## src/rtl/arch_defines.sv

```systemverilog
// arch_defines: shared state encodings and port indices for the memory port arbiter
package arch_defines;
  typedef enum logic [1:0] {
    ARB_IDLE = 2'd0,
    ARB_OWN0 = 2'd1,
    ARB_OWN1 = 2'd2
  } arb_state_t;
  localparam logic ARB_PORT_CPU    = 1'b0;
  localparam logic ARB_PORT_LOADER = 1'b1;
endpackage

```

## src/rtl/arb_hold_watchdog.sv

```systemverilog
// arb_hold_watchdog: saturating hold counter with sticky timeout flag
module arb_hold_watchdog #(
  parameter int MAX_HOLD = 64
) (
  input  logic clk,
  input  logic rst,
  input  logic clear,
  input  logic count_en,
  output logic timeout
);
  localparam int CW = $clog2(MAX_HOLD + 1);
  logic [CW-1:0] cnt, cnt_n;
  always_comb cnt_n = (clear || !count_en) ? '0 : (cnt == CW'(MAX_HOLD)) ? cnt : cnt + 1'b1;
  // flag follows the next count so it is visible in the cycle the count saturates
  always_ff @(posedge clk) begin
    if (rst) begin
      cnt     <= '0;
      timeout <= 1'b0;
    end else begin
      cnt     <= cnt_n;
      timeout <= timeout | (cnt_n == CW'(MAX_HOLD));
    end
  end
endmodule

```

## src/rtl/mem_port_arbiter.sv

```systemverilog
// mem_port_arbiter: locking round-robin arbiter sharing one byte memory port between two masters
module mem_port_arbiter
  import arch_defines::*;
#(
  parameter int ADDR_WIDTH = 32,
  parameter int DATA_WIDTH = 8,
  parameter int MAX_HOLD   = 64
) (
  input  logic                  clk,
  input  logic                  rst,
  input  logic                  req0,
  input  logic [ADDR_WIDTH-1:0] addr0,
  input  logic [DATA_WIDTH-1:0] wdata0,
  input  logic                  we0,
  output logic                  gnt0,
  output logic [DATA_WIDTH-1:0] rdata0,
  output logic                  rvalid0,
  input  logic                  req1,
  input  logic [ADDR_WIDTH-1:0] addr1,
  input  logic [DATA_WIDTH-1:0] wdata1,
  input  logic                  we1,
  output logic                  gnt1,
  output logic [DATA_WIDTH-1:0] rdata1,
  output logic                  rvalid1,
  output logic [ADDR_WIDTH-1:0] mem_addr,
  output logic [DATA_WIDTH-1:0] mem_wdata,
  output logic                  mem_we,
  input  logic [DATA_WIDTH-1:0] mem_rdata,
  output logic                  hold_timeout
);
  arb_state_t state, state_n, pick;
  logic last_winner, keep, iss0, iss1;
  assign gnt0 = state == ARB_OWN0;
  assign gnt1 = state == ARB_OWN1;
  assign keep = (gnt0 && req0) || (gnt1 && req1);
  // a releasing owner has dropped its req, so the tie term only fires from IDLE
  assign pick = (req0 && req1) ? (last_winner ? ARB_OWN0 : ARB_OWN1) :
                req0 ? ARB_OWN0 : req1 ? ARB_OWN1 : ARB_IDLE;
  assign state_n = keep ? state : pick;
  assign iss0 = gnt0 && req0 && !rst;
  assign iss1 = gnt1 && req1 && !rst;
  assign mem_addr  = iss0 ? addr0 : iss1 ? addr1 : '0;
  assign mem_wdata = iss0 ? wdata0 : iss1 ? wdata1 : '0;
  assign mem_we    = (iss0 && we0) || (iss1 && we1);
  assign rdata0 = mem_rdata;
  assign rdata1 = mem_rdata;
  always_ff @(posedge clk) begin
    if (rst) begin
      state       <= ARB_IDLE;
      last_winner <= ARB_PORT_LOADER;
      rvalid0     <= 1'b0;
      rvalid1     <= 1'b0;
    end else begin
      state <= state_n;
      if (state_n != state && state_n != ARB_IDLE)
        last_winner <= (state_n == ARB_OWN1) ? ARB_PORT_LOADER : ARB_PORT_CPU;
      rvalid0 <= iss0 && !we0;
      rvalid1 <= iss1 && !we1;
    end
  end
  arb_hold_watchdog #(.MAX_HOLD(MAX_HOLD)) u_wdog (
    .clk      (clk),
    .rst      (rst),
    .clear    (state_n != state),
    .count_en ((gnt0 && req1) || (gnt1 && req0)),
    .timeout  (hold_timeout)
  );
endmodule
```

## config.mk

```make
export PLATFORM = sky130hd
export DESIGN_NAME = mem_port_arbiter
export DESIGN_NICKNAME = d
export VERILOG_FILES = /design/src/rtl/arch_defines.sv /design/src/rtl/arb_hold_watchdog.sv /design/src/rtl/mem_port_arbiter.sv
export SDC_FILE = /design/constraint.sdc
export NUM_CORES = 1
export LEC_CHECK = 0
export CAP_MARGIN = 0
export CORE_MARGIN = 3
export CORE_UTILIZATION = 25
export DETAILED_ROUTE_END_ITERATION = 7
export PLACE_DENSITY = 0.82
export SLEW_MARGIN = 5
export SYNTH_ARGS = -nofsm -noshare
export SYNTH_HDL_FRONTEND = slang
export SYNTH_SLANG_ARGS = --single-unit
```

## constraint.sdc

```tcl
create_clock -name clk -period 2.5 [get_ports clk]
set_clock_uncertainty 0.05 [all_clocks]
set_input_delay 0.75 -clock clk [delete_from_list [all_inputs] [get_ports clk]]
set_output_delay 0.75 -clock clk [all_outputs]
set_load 0.01 [all_outputs]
```

==> metrics <==
synthesis-to-layout area growth 124%; Post-Route WL 5740 microns; adder-cell share of the synthesized area 0.0216; post-synthesis instance area 1160 sq um; number of max-cap violations 0; Seq pwr share 0.322; Antenna Diode Count 0; Nets 370; Lkg Pwr 0.00116 uW; met3 WL 346 microns; Num Clock Sinks 13; gpl congestion 0.774; DP HPWL 4020 microns; Int Pwr 510 uW; Worst Hold End u_wdog.timeout$_SDFF_PP0_; switching share of power 0.240; Worst VDD drop 95.5 uV; area of the core 4410 sq um; top_reg_cell synth dfxtp_1; port buffer count 131; Power Density 259 nW/um^2; hold path start u_wdog.timeout$_SDFF_PP0_; H-tree depth 1; Yosys top cell area share 0.310; clk slew on worst S/H paths 0.05 ns; Ports 156; 1st-pass router iterations 4; CTS Hold Buffers Added 0; Final Max Slew Viols 0; largest cells by area after synthesis a22o_1 (31%), dfxtp_1 (22%), buf_4 (10%), clkbuf_1 (2.6%), nand2b_4 (2.4%); via count of the routed design 1591; Final Hold Vio Count 0; largest net degree at the start of global routing 21; Worst-Margin Slew 0.340 ns; total global routing overflow 0; YS warnings 0; Post-Synth Simple-Gate Area 0.150; post-route clock period utilization 0.999; All-Layer GR Usage 0.179; Clock Latency Late Sink 0.24 ns; Commonest cells post-synth a22o_1 (41), buf_4 (16), dfxtp_1 (13); largest family of logic cells by synthesized area compound AO/OA/AOI/OAI gates; Fillers 395; die height 74.0 microns; DR top layer met4; critical path class in2out; share of cells above drive strength 1 0.308; Arrival @ worst endpoint 1.70 ns; synthesized flop and latch total 13; clock share of power 0.280; Die Area 5480 sq um; number of flops mapped to enable cells by yosys 0; Post-Synth XOR/XNOR Area 0.0227; setup TNS 0 ns; CP startpoint kind input port; Reg2Reg Setup Slack 0.80 ns; CTS tree built; met2 wire len 2990 microns; Hold Path Class reg2reg; post-DR vias/cell 4.90; reg-to-reg endpoint u_wdog.timeout$_SDFF_PP0_; Avg Inst Size Synth 8.45 sq um; post-synthesis mux area share 0.00865; nature of the critical path endpoint primary output; hold_ws 0.428 ns; vias in the first global route 1582; Design Power 672 uW; status completed; ANT nets after route 0; leading area contributor after synthesis a22o_1; ys async rst share 0; Max-Slew Margin vs Limit 0.771; top-count cell post-synth a22o_1; antenna violations before repair 0; hold-critical path depth 2; min cycle time layout 2.50 ns; Post-Syn Nets 233; die span in x 74.0 microns; unrepaired setup endpoints after global routing yes; critical path data required time 1.70 ns; DRC Markers 0; FMAX 400 MHz; Iter 0 DRT Violations 102; Starting Density 0.262; Synth cell types 30; CTS root buffer clkbuf_8; Switch Pwr 161 uW; Reg-to-Reg Start state[0]$_SDFF_PP0_; post-detailed-route wirelength per cell 17.7 microns; final number of setup-violating endpoints 0; Synth Area in Compound Gates 0.419; first-pass GRT wire length 7590 microns; Num CTS Buffers 3; register area share after synthesis 0.225; R2R depth 5; Max Buffers Root-to-Sink 2; Metal-1 WL 2270 microns; num rows 24; Syn Inst Count 137; Gate power share 0.398; worst-path fanout max 5
[flip-flops by register name, indices dropped and copies added (netlist names)]
register and flops:
u_wdog.cnt 7, rvalid1 1, rvalid0 1, u_wdog.timeout 1, last_winner 1, state 2
[power groups by stage]
| stage | clock network (uW) | logic (uW) | registers (uW) |
|---|---|---|---|
| 6_report | 188 | 267 | 216 |
| 5_1_grt | 197 | 284 | 217 |
| 4_1_cts | 194 | 259 | 216 |
| 3_5_place_dp | 0 | 258 | 221 |
| 3_3_place_gp | 0 | 254 | 220 |
| 2_1_floorplan | 0 | 85.2 | 220 |
[stage by stage]
stage,std cells,area [sq um],setup WS [ns],util
finish,325,2600,0.00194,0.588
floorplan,137,1160,0.0436,-
global route,325,2600,-0.0327,0.588
CTS,319,2500,-0.0239,0.567
global placement,307,2500,-0.821,0.565
detailed placement,307,2500,-0.828,0.565
[timing repair]
item | 4_1_cts | 5_1_grt
endpoints found under the hold margin | 0 | 0
endpoints found under the setup margin | 41 | 41
pin swaps | 2 | 20
resized for setup | 182 | 8
gates cloned | 4 | 4
setup buffers | 4 | 3
[per-layer routing]
layer | global-route usage | up-vias
li1 | - | 780
met1 | 0.218 | 714
met2 | 0.323 | 83
met3 | 0.0189 | 14
met4 | 0.0644 | 0
met5 | 0 | -
[layout by cell type, fill, tap and decap left out]
master            n
a2111o_1          1
nor4_2            1
buf_4            13
a211o_4           1
nand2b_4          4
mux2i_1           1
buf_2            43
clkbuf_1          1
buf_12            1
a22o_1           41
xnor2_1           1
nand2_1           3
buf_6             4
and4_1            1
a31oi_1           1
clkbuf_16         3
o211ai_1          1
clkbuf_8          3
and3_2            1
and2b_2           1
a21o_1            1
or3_1             2
ha_1              2
buf_8             1
o32ai_2           1
o22ai_1           1
nand3_1           4
dfxtp_1          13
buf_16            4
a21oi_1           5
a21o_2            1
o21ai_0           4
clkdlybuf4s50_1  87
inv_1             7
nand2b_1          1
nor3_1            4
nor2_4            2
nor2_1            5
xor2_1            2
[worst max-delay path, cell delays in order]
cell and delay, ns:
buf_8 0.10, nand2b_4 0.14, nor2_4 0.13, buf_6 0.16
clkbuf_16 0.15, a22o_1 0.13, buf_2 0.13
[kinds of logic after synthesis]
family                   count (synthesis)
adder cells (fa/ha/maj)                  2
multiplexers                             1
XOR/XNOR                                 3
AO/OA/AOI/OAI                           58
flip-flops                              13
AND/OR/NAND/NOR                         29
buffers and inverters                   31
[layout make-up]
class / count / area (sq um) / area share
flip-flops and latches: 13 / 260 / 0.100
repair buffers: 156 / 1450 / 0.558
inverters: 7 / 26.3 / 0.0101
clock buffers: 4 / 45.0 / 0.0173
multi-input cells: 93 / 751 / 0.289
well taps: 52 / 65.1 / 0.0251
[worst max path at each step]
stage                     start            to  slack, ns  cells past startpoint
after floorplan             rst   mem_addr[0]       0.04                      4
after global placement      rst  mem_addr[11]      -0.82                      6
after CTS                   rst  mem_addr[20]      -0.02                      7
after global routing        rst  mem_addr[13]      -0.03                      7
after detailed placement    rst   mem_addr[3]      -0.83                      6
final                       rst  mem_addr[13]      0.002                      7
No activity file was read; power rests on OpenSTA's default activity.
